==> src/rtl/bounded_pos_stepper_if.sv <==
// Request/result bus for bounded_pos_stepper: request side, result side and hit counters.
interface bounded_pos_stepper_if #(
  parameter int unsigned POS_LOG_SIZE = 10,
  parameter int unsigned SPEED_W      = 5,
  parameter int unsigned NUM_CH       = 2,
  parameter int unsigned HIT_CNT_W    = 8
);
  localparam int unsigned CH_W = (NUM_CH > 1) ? $clog2(NUM_CH) : 1;

  logic                          in_valid;
  logic                          in_ready;
  logic [CH_W-1:0]               in_ch;
  logic [POS_LOG_SIZE-1:0]       in_pos;
  logic [SPEED_W-1:0]            in_speed;
  logic                          in_dir;
  logic [POS_LOG_SIZE-1:0]       in_lo;
  logic [POS_LOG_SIZE-1:0]       in_hi;

  logic                          out_valid;
  logic                          out_ready;
  logic [CH_W-1:0]               out_ch;
  logic [POS_LOG_SIZE-1:0]       out_pos;
  logic                          out_dir;
  logic                          out_hit_lo;
  logic                          out_hit_hi;

  logic                          cnt_clr;
  logic [NUM_CH*HIT_CNT_W-1:0]   hit_cnt;

  modport master (
    output in_valid, in_ch, in_pos, in_speed, in_dir, in_lo, in_hi, out_ready, cnt_clr,
    input  in_ready, out_valid, out_ch, out_pos, out_dir, out_hit_lo, out_hit_hi, hit_cnt
  );

  modport slave (
    input  in_valid, in_ch, in_pos, in_speed, in_dir, in_lo, in_hi, out_ready, cnt_clr,
    output in_ready, out_valid, out_ch, out_pos, out_dir, out_hit_lo, out_hit_hi, hit_cnt
  );
endinterface

==> src/rtl/bounded_pos_stepper.sv <==
// Two-stage position stepper: pos + speed, bound check, clamp (default) or reflect
// (define BOUNCE_REFLECT_EN), plus per-channel saturating hit counters.
module bounded_pos_stepper #(
  parameter int unsigned POS_LOG_SIZE = 10,
  parameter int unsigned SPEED_W      = 5,
  parameter int unsigned NUM_CH       = 2,
  parameter int unsigned HIT_CNT_W    = 8
) (
  input  logic                  CLK,
  input  logic                  RST_N,
  bounded_pos_stepper_if.slave  bus
);
  localparam int unsigned CH_W = (NUM_CH > 1) ? $clog2(NUM_CH) : 1;
  localparam int unsigned UW   = POS_LOG_SIZE + 2;
  localparam int unsigned RW   = POS_LOG_SIZE + 3;

  logic                          s1_adv_c;
  logic                          s2_adv_c;

  logic                          s1_v;
  logic [CH_W-1:0]               s1_ch;
  logic                          s1_dir;
  logic [POS_LOG_SIZE-1:0]       s1_lo;
  logic [POS_LOG_SIZE-1:0]       s1_hi;
  logic signed [UW-1:0]          s1_unb;

  logic                          s2_v;
  logic [CH_W-1:0]               s2_ch;
  logic [POS_LOG_SIZE-1:0]       s2_pos;
  logic                          s2_dir;
  logic                          s2_hit_lo;
  logic                          s2_hit_hi;

  logic signed [UW-1:0]          unb_c;
  logic signed [UW-1:0]          lo_x_c;
  logic signed [UW-1:0]          hi_x_c;
  logic                          hit_hi_c;
  logic                          hit_lo_c;
  logic [POS_LOG_SIZE-1:0]       bound_pos_c;
  logic [POS_LOG_SIZE-1:0]       pos_c;
  logic                          dir_c;

  logic [HIT_CNT_W-1:0]          cnt_q [NUM_CH];
  logic [NUM_CH*HIT_CNT_W-1:0]   hit_cnt_c;
  logic                          xfer_hit_c;

  assign s2_adv_c     = ~s2_v | bus.out_ready;
  assign s1_adv_c     = ~s1_v | s2_adv_c;
  assign bus.in_ready = s1_adv_c;

  assign unb_c = $signed({2'b00, bus.in_pos})
               + $signed({{(UW-SPEED_W){bus.in_speed[SPEED_W-1]}}, bus.in_speed});

  // Stage 1: capture request and unbounded sum.
  always_ff @(posedge CLK or negedge RST_N) begin
    if (!RST_N) begin
      s1_v   <= 1'b0;
      s1_ch  <= '0;
      s1_dir <= 1'b0;
      s1_lo  <= '0;
      s1_hi  <= '0;
      s1_unb <= '0;
    end else if (s1_adv_c) begin
      s1_v <= bus.in_valid;
      if (bus.in_valid) begin
        s1_ch  <= bus.in_ch;
        s1_dir <= bus.in_dir;
        s1_lo  <= bus.in_lo;
        s1_hi  <= bus.in_hi;
        s1_unb <= unb_c;
      end
    end
  end

  assign lo_x_c   = $signed({2'b00, s1_lo});
  assign hi_x_c   = $signed({2'b00, s1_hi});
  assign hit_hi_c = (s1_unb > hi_x_c);
  assign hit_lo_c = ~hit_hi_c & (s1_unb < lo_x_c);

`ifdef BOUNCE_REFLECT_EN
  logic signed [RW-1:0] unb_w_c;
  logic signed [RW-1:0] lo_w_c;
  logic signed [RW-1:0] hi_w_c;
  logic signed [RW-1:0] refl_c;
  logic signed [RW-1:0] lim_lo_c;
  logic signed [RW-1:0] lim_c;

  assign unb_w_c = $signed({s1_unb[UW-1], s1_unb});
  assign lo_w_c  = $signed({3'b000, s1_lo});
  assign hi_w_c  = $signed({3'b000, s1_hi});

  // Mirror about the hit bound, then clamp; hi applied last so it wins when lo > hi.
  always_comb begin
    refl_c      = hit_hi_c ? (hi_w_c + hi_w_c - unb_w_c) : (lo_w_c + lo_w_c - unb_w_c);
    lim_lo_c    = (refl_c < lo_w_c) ? lo_w_c : refl_c;
    lim_c       = (lim_lo_c > hi_w_c) ? hi_w_c : lim_lo_c;
    bound_pos_c = lim_c[POS_LOG_SIZE-1:0];
  end
`else
  logic [RW-1:0] unused_rw_c;
  assign unused_rw_c = RW'(0);
  assign bound_pos_c = hit_hi_c ? s1_hi : s1_lo;
`endif

  always_comb begin
    pos_c = s1_unb[POS_LOG_SIZE-1:0];
    dir_c = s1_dir;
    if (hit_hi_c) begin
      pos_c = bound_pos_c;
      dir_c = 1'b0;
    end else if (hit_lo_c) begin
      pos_c = bound_pos_c;
      dir_c = 1'b1;
    end
  end

  // Stage 2: resolved result, drives the output port.
  always_ff @(posedge CLK or negedge RST_N) begin
    if (!RST_N) begin
      s2_v      <= 1'b0;
      s2_ch     <= '0;
      s2_pos    <= '0;
      s2_dir    <= 1'b0;
      s2_hit_lo <= 1'b0;
      s2_hit_hi <= 1'b0;
    end else if (s2_adv_c) begin
      s2_v <= s1_v;
      if (s1_v) begin
        s2_ch     <= s1_ch;
        s2_pos    <= pos_c;
        s2_dir    <= dir_c;
        s2_hit_lo <= hit_lo_c;
        s2_hit_hi <= hit_hi_c;
      end
    end
  end

  assign bus.out_valid  = s2_v;
  assign bus.out_ch     = s2_ch;
  assign bus.out_pos    = s2_pos;
  assign bus.out_dir    = s2_dir;
  assign bus.out_hit_lo = s2_hit_lo;
  assign bus.out_hit_hi = s2_hit_hi;

  assign xfer_hit_c = s2_v & bus.out_ready & (s2_hit_lo | s2_hit_hi);

  // Hit counters; clear beats increment, out-of-range tags match no counter.
  always_ff @(posedge CLK or negedge RST_N) begin
    if (!RST_N) begin
      for (int unsigned k = 0; k < NUM_CH; k++) cnt_q[k] <= '0;
    end else if (bus.cnt_clr) begin
      for (int unsigned k = 0; k < NUM_CH; k++) cnt_q[k] <= '0;
    end else if (xfer_hit_c) begin
      for (int unsigned k = 0; k < NUM_CH; k++) begin
        if ((CH_W'(k) == s2_ch) && (cnt_q[k] != {HIT_CNT_W{1'b1}})) begin
          cnt_q[k] <= cnt_q[k] + HIT_CNT_W'(1);
        end
      end
    end
  end

  always_comb begin
    hit_cnt_c = '0;
    for (int unsigned k = 0; k < NUM_CH; k++) begin
      hit_cnt_c[k*HIT_CNT_W +: HIT_CNT_W] = cnt_q[k];
    end
  end

  assign bus.hit_cnt = hit_cnt_c;
endmodule

==> src/flat_wrapper.sv <==
// flat-port wrapper written by rule: the top's interface ports become plain ports
module bounded_pos_stepper_flat 
#(
  parameter int unsigned POS_LOG_SIZE = 10,
  parameter int unsigned SPEED_W      = 5,
  parameter int unsigned NUM_CH       = 2,
  parameter int unsigned HIT_CNT_W    = 8
)
  (CLK, RST_N, bus_in_valid, bus_in_ch, bus_in_pos, bus_in_speed, bus_in_dir, bus_in_lo, bus_in_hi, bus_out_ready, bus_cnt_clr, bus_in_ready, bus_out_valid, bus_out_ch, bus_out_pos, bus_out_dir, bus_out_hit_lo, bus_out_hit_hi, bus_hit_cnt);
  bounded_pos_stepper_if #(.POS_LOG_SIZE(POS_LOG_SIZE), .SPEED_W(SPEED_W), .NUM_CH(NUM_CH), .HIT_CNT_W(HIT_CNT_W)) bus_i ();
  input  logic CLK;
  input  logic RST_N;
  input wire logic [$bits(bus_i.in_valid)-1:0] bus_in_valid;
  input wire logic [$bits(bus_i.in_ch)-1:0] bus_in_ch;
  input wire logic [$bits(bus_i.in_pos)-1:0] bus_in_pos;
  input wire logic [$bits(bus_i.in_speed)-1:0] bus_in_speed;
  input wire logic [$bits(bus_i.in_dir)-1:0] bus_in_dir;
  input wire logic [$bits(bus_i.in_lo)-1:0] bus_in_lo;
  input wire logic [$bits(bus_i.in_hi)-1:0] bus_in_hi;
  input wire logic [$bits(bus_i.out_ready)-1:0] bus_out_ready;
  input wire logic [$bits(bus_i.cnt_clr)-1:0] bus_cnt_clr;
  output wire logic [$bits(bus_i.in_ready)-1:0] bus_in_ready;
  output wire logic [$bits(bus_i.out_valid)-1:0] bus_out_valid;
  output wire logic [$bits(bus_i.out_ch)-1:0] bus_out_ch;
  output wire logic [$bits(bus_i.out_pos)-1:0] bus_out_pos;
  output wire logic [$bits(bus_i.out_dir)-1:0] bus_out_dir;
  output wire logic [$bits(bus_i.out_hit_lo)-1:0] bus_out_hit_lo;
  output wire logic [$bits(bus_i.out_hit_hi)-1:0] bus_out_hit_hi;
  output wire logic [$bits(bus_i.hit_cnt)-1:0] bus_hit_cnt;
  assign bus_i.in_valid = bus_in_valid;
  assign bus_i.in_ch = bus_in_ch;
  assign bus_i.in_pos = bus_in_pos;
  assign bus_i.in_speed = bus_in_speed;
  assign bus_i.in_dir = bus_in_dir;
  assign bus_i.in_lo = bus_in_lo;
  assign bus_i.in_hi = bus_in_hi;
  assign bus_i.out_ready = bus_out_ready;
  assign bus_i.cnt_clr = bus_cnt_clr;
  assign bus_in_ready = bus_i.in_ready;
  assign bus_out_valid = bus_i.out_valid;
  assign bus_out_ch = bus_i.out_ch;
  assign bus_out_pos = bus_i.out_pos;
  assign bus_out_dir = bus_i.out_dir;
  assign bus_out_hit_lo = bus_i.out_hit_lo;
  assign bus_out_hit_hi = bus_i.out_hit_hi;
  assign bus_hit_cnt = bus_i.hit_cnt;
  bounded_pos_stepper #(.POS_LOG_SIZE(POS_LOG_SIZE), .SPEED_W(SPEED_W), .NUM_CH(NUM_CH), .HIT_CNT_W(HIT_CNT_W)) u_core (.CLK(CLK), .RST_N(RST_N), .bus(bus_i));
endmodule
==> config.mk <==
export PLATFORM = sky130hd
export DESIGN_NAME = bounded_pos_stepper_flat
export DESIGN_NICKNAME = d
export VERILOG_FILES = /design/src/rtl/bounded_pos_stepper_if.sv /design/src/rtl/bounded_pos_stepper.sv /design/src/flat_wrapper.sv
export SDC_FILE = /design/constraint.sdc
export NUM_CORES = 1
export LEC_CHECK = 0
export CORE_UTILIZATION = 46
export DETAILED_ROUTE_END_ITERATION = 8
export GPL_ROUTABILITY_DRIVEN = 0
export PLACE_DENSITY = 0.75
export SYNTH_ARGS = -nofsm -noshare
export SYNTH_HDL_FRONTEND = slang
export SYNTH_SLANG_ARGS = --single-unit
==> constraint.sdc <==
create_clock -name CLK -period 2.2 [get_ports CLK]
set_clock_uncertainty 0.15 [all_clocks]
set_input_delay 0.55 -clock CLK [delete_from_list [all_inputs] [get_ports CLK]]
set_output_delay 0.55 -clock CLK [all_outputs]
set_load 0.03 [all_outputs]
---- Word level (Yosys, flattened, before mapping) ----
Cells that the tools add are included.
storage, ports and cells
  bits of input ports ..................... 42
  flip-flop bits (word level) ............. 66
  word-level logic and storage cells ...... 49
operators by class
  magnitude comparators ................... 2
  reduce and logical (&&, ||, !) cells .... 9
  mux-type cells .......................... 9
  bitwise gates (word level) .............. 10
  eq/ne operators ......................... 2
  $add $sub $neg .......................... 3
operators with widths
  cell                   number
  $mux W16               2
  $mux W10               3
  $add A8 B1 Y8 const B  2
  $mux W8                2
  $ne A8 B8 Y1 const B   2
  $add A11 B5 Y12        1
  $gt A12 B11 Y1         1
  $lt A12 B11 Y1         1
  $reduce_and A2 Y1      4
  $reduce_bool A2 Y1     3
  $not A1 Y1             4
  $and A1 B1 Y1          3
  $or A1 B1 Y1           3
  $logic_and A1 B1 Y1    2
  $mux W1                2

---- Logic depth before layout (Yosys ltp) ----
  depth after elaboration ................. 5
  gate-level depth with buffers ........... 9
  depth with buffers taken out ............ 9

---- Worst setup path after synthesis ----
No wires, ideal clock.
  kind .................................... register to register
  start point ............................. register u_core.cnt_q, in the netlist u_core.bus.hit_cnt[0]
  end point ............................... register u_core.cnt_q, in the netlist u_core.bus.hit_cnt[7]
  cell stages (with the launch flop) ...... 7
  path slack .............................. -0.081 ns
  library setup time ...................... 0.077 ns
  path buffers ............................ 0
  data arrival time ....................... 2.054 ns
  cell sequence ........................... dfrtp_1 -> ha_1 -> and2_2 -> a311oi_4 -> o2111ai_2 -> or3_1 -> a21oi_1
between the ends
  longest elaborated chain between the ends .. 4
  elaborated cells between the ends (all ways) .. 8
  classes of those cells .................. 1 x add/sub; 1 x eq/ne; 3 x mux; 3 x reduce/logical
ends and longest elaborated chain
  what                                                   line                                                    RTL
  from (decl)                                            bounded_pos_stepper.sv:43                               logic [HIT_CNT_W-1:0] cnt_q [NUM_CH];
  from (signal, indexed assignment)                      bounded_pos_stepper.sv:156                              cnt_q[k] <= cnt_q[k] + HIT_CNT_W'(1);
  $add A8 B1 Y8 / $ne A8 B8 Y1 (equally long branches)   bounded_pos_stepper.sv:156, bounded_pos_stepper.sv:155
  $mux W8 / $logic_and A1 B1 Y1 (equally long branches)  bounded_pos_stepper.sv:155                              if ((CH_W'(k) == s2_ch) && (cnt_q[k] != {HIT_CNT_W{1'b1}})) begin
  $mux W16 / $reduce_bool A2 Y1 (equally long branches)  -
  $mux W16 / $reduce_and A2 Y1 (equally long branches)   -
Parallel ways exist; a longest one is shown, timed or not. The select of a mux whose other input is x is not followed.
A chain may end at the register's enable or synchronous reset.

---- Worst setup path in the final report ----
  start point ............................. register u_core.s1_unb[2]
  end point ............................... register u_core.s2_pos[5], in the netlist u_core.bus.out_pos[5]
between the ends
  longest elaborated chain between the ends .. 5
  elaborated cells between the ends (all ways) .. 7
  classes of those cells .................. 2 x order compare; 3 x mux; 2 x bitwise
ends and longest elaborated chain
  what                    line                        RTL
  from (decl)             bounded_pos_stepper.sv:25   logic signed [UW-1:0] s1_unb;
  from (signal assigned)  bounded_pos_stepper.sv:70   s1_unb <= unb_c;
  $gt A12 B11 Y1          bounded_pos_stepper.sv:77   assign hit_hi_c = (s1_unb > hi_x_c);
  $not A1 Y1              bounded_pos_stepper.sv:78   assign hit_lo_c = ~hit_hi_c & (s1_unb < lo_x_c);
  $and A1 B1 Y1           bounded_pos_stepper.sv:78
  $mux W10                bounded_pos_stepper.sv:111  end else if (hit_lo_c) begin
  $mux W10 *              bounded_pos_stepper.sv:108  if (hit_hi_c) begin
  to (signal assigned)    bounded_pos_stepper.sv:130  s2_pos <= pos_c;
  to (decl)               bounded_pos_stepper.sv:29   logic [POS_LOG_SIZE-1:0] s2_pos;
Every way passes the cells marked *; elsewhere a longest branch is shown, timed or not.

==> flow_metrics.tcl <==
set metrics [dict create \
    status "finished, violations left" \
    violations "setup timing" \
    yosys_warnings 0 \
    critPathLaunchType "register" \
    post-place-cells 591 \
    via_count 3289 \
    crit_fanout 12 \
    setup-violations-final 11 \
    synth_top_area_cell "dfrtp_1" \
    drive_gt1_frac 0.281 \
    finalNonFillerCells 615 \
    ir_drop_v 0.000339 \
    grt_pass1_vias 3353 \
    p_leak_uw 0.00267 \
    syn_to_final_growth_pct 44.1 \
    cts_sinks 66 \
    criticalPathCategory "reg2reg" \
    grt_overflow 0 \
    insertion_delay_ns 0.34 \
    slew_violations 0 \
    cts_made_buffers 9 \
    relSlewSlack 0.608 \
    die_area_um2 8730 \
    drt_iter0_markers 111 \
    num_rows 32 \
    grt_max_degree 25 \
    cts.hold.buffers_added 0 \
    synth-edff-count 0 \
    reg2reg_depth 8 \
    cp-end-kind "register" \
    synth-seq-area-share 0.430 \
    syn_avg_cell_area_um2 10.4 \
    synth.top_cell.area_share 0.430 \
    hpwlAfterDp_um 7020 \
    drt-total-wl_um 9120 \
    synthesis.nets 446 \
    coreArea_um2 7890 \
    seq_area_um2 1650 \
    final_cell_mix "dfrtp_1, buf_4, clkdlybuf4s50_1" \
    maxCapViolations 0 \
    final_util 0.702 \
    multi_input_area_um2 2160 \
    grt_first_pass_wirelength_um 15000 \
    dp_slack_ns -0.626 \
    worstMarginPinSlew_ns 0.587 \
    nFillCells 588 \
    final_nets 583 \
    r2r_start "u_core.s1_unb[2]$_DFFE_PN0P_" \
    cp.required_ns 2.27 \
    synth_cells 371 \
    period_minus_slack_ns 2.31 \
    wl_per_cell_um 14.8 \
    synth.area.top_cells "dfrtp_1, ha_1, mux2_2" \
    antenna_found_initial 0 \
    ios 74 \
    fin_ws_ns -0.110 \
    synth_cell_types 44 \
    die_w_um 93.4 \
    min_path_type "in2async" \
    power_density_nw_per_um2 851 \
    clock.fmax_mhz 433 \
    min_period_over_period 1.05 \
    avgViaCountPerCell 5.35 \
    initial_core_util 0.487 \
    rsz0062_at_grt "true" \
    clockBufferDepth 2 \
    cts-root-buf "clkbuf_8" \
    final_common_cell "dfrtp_1" \
    critical_path_arrival_ns 2.39 \
    syn_area_um2 3840 \
    fp.dieH_um 93.4 \
    r2r-end "u_core.bus.out_pos[5]$_DFFE_PN0P_" \
    r2r_setup_slack_ns -0.11 \
    antenna_left 0 \
    tritoncts "built" \
    io_buffers 73 \
    finalHoldViolCount 0 \
    async_flop_share 1.00 \
    route.detailed.drc 0 \
    ys.flop_type "dfrtp_1" \
    clk_pin_slew_ns 0.07 \
    htreeDepth 3 \
    firstDrtPassIters 4 \
    diodes 0 \
    grtUsageTotal 0.221 \
    synth_seq_cells 66 \
]
==> cell families (layout without fill, tap and decap cells) <==
family | Yosys count | in the layout | synth area share
adder cells (fa/ha/maj) | 33 | 33 | 0.109
AND/OR/NAND/NOR | 108 | 108 | 0.131
AO/OA/AOI/OAI | 79 | 79 | 0.160
XOR/XNOR | 14 | 14 | 0.0319
buffers and inverters | 36 | 178 | 0.0397
flip-flops | 66 | 66 | 0.430
multiplexers | 35 | 35 | 0.0986
==> per-layer routing <==
layer  track usage  share of wire
met5             0              0
met4        0.0885          0.018
met3        0.0415          0.036
met2         0.393           0.51
met1         0.261           0.43
==> report_power, final <==
| part | internal, uW | switching [uW] | leakage [uW] |
|---|---|---|---|
| Clock | 670 | 476 | 0.000112 |
| Combinational | 946 | 988 | 0.00174 |
| Sequential | 1450 | 185 | 0.000816 |
| Total | 3060 | 1650 | 0.00267 |
==> repair_timing <==
item,in CTS,in global routing
endpoints found under the hold margin,0,0
gates resized for setup,26,20
endpoints found under the setup margin,19,24
pin swaps,14,9
buffers inserted,8,0
==> final cells by class <==
cell class,count,area share
clock buffer,10,0.0248
clock inverter,6,0.0163
inverter,25,0.0169
multi-input combinational,269,0.390
sequential,66,0.299
tap,102,0.0230
timing repair buffer,137,0.231
==> registers in the layout (all words and copies together), names as in the netlist <==
name and cells:
u_core.bus.hit_cnt 16, u_core.bus.out_ch 1, u_core.bus.out_dir 1, u_core.bus.out_hit_hi 1, u_core.bus.out_hit_lo 1, u_core.bus.out_pos 10
u_core.bus.out_valid 1, u_core.s1_ch 1, u_core.s1_dir 1, u_core.s1_hi 10, u_core.s1_lo 10, u_core.s1_unb 12
u_core.s1_v 1
==> worst max-delay path: stages (launching register included) <==
cell and delay [ns]:
dfrtp_1 0.42, ha_4 0.28, a211o_1 0.12, a31oi_1 0.06
o31a_1 0.34, a221oi_4 0.28, buf_12 0.20, mux2i_2 0.26
o211ai_2 0.09
==> worst max-delay path by stage <==
stage / startpoint / to / depth (start not counted)
after detailed placement: bus_in_speed[0] / u_core.s1_unb[10]$_DFFE_PN0P_ / 10
after CTS: u_core.s1_unb[2]$_DFFE_PN0P_ / u_core.bus.out_pos[5]$_DFFE_PN0P_ / 8
after global routing: u_core.s1_unb[2]$_DFFE_PN0P_ / u_core.bus.out_pos[7]$_DFFE_PN0P_ / 8
final: u_core.s1_unb[2]$_DFFE_PN0P_ / u_core.bus.out_pos[5]$_DFFE_PN0P_ / 8
after global placement: bus_in_speed[0] / u_core.s1_unb[10]$_DFFE_PN0P_ / 10
after floorplan: u_core.bus.hit_cnt[0]$_DFFE_PN0P_ / u_core.bus.hit_cnt[7]$_DFFE_PN0P_ / 6
==> cell usage after synthesis, types with 2 or more instances <==
cell type / count
nand2b_1: 6
o2111ai_1: 2
o21a_1: 4
a21o_1: 4
dfrtp_1: 66
a2111oi_0: 2
xnor2_1: 3
mux2i_1: 12
buf_2: 2
o21ai_0: 22
ha_1: 32
buf_6: 2
a31oi_1: 3
inv_1: 25
xor2_1: 11
o211ai_1: 4
nand4_1: 5
nor2b_1: 5
a211oi_1: 3
o31ai_1: 7
a21oi_1: 11
and3_1: 2
and2_1: 3
or3_1: 5
nor2_1: 22
mux2_2: 23
clkbuf_1: 7
nand2_1: 43
nand3_1: 12
o211ai_2: 9
==> metrics by stage <==
stage	hold slack (ns)	area [um2]	total power [uW]	setup TNS, ns
after floorplan	0.104	3870	2700	-0.0396
after global placement	0.318	5150	3450	-6.79
after detailed placement	0.314	5150	3500	-8.22
after CTS	0.0643	5490	4710	-0.880
after global routing	0.0809	5540	4970	-1.67
final	0.0550	5540	4710	-0.953
Note: power is estimated with default switching activity, not from simulation.
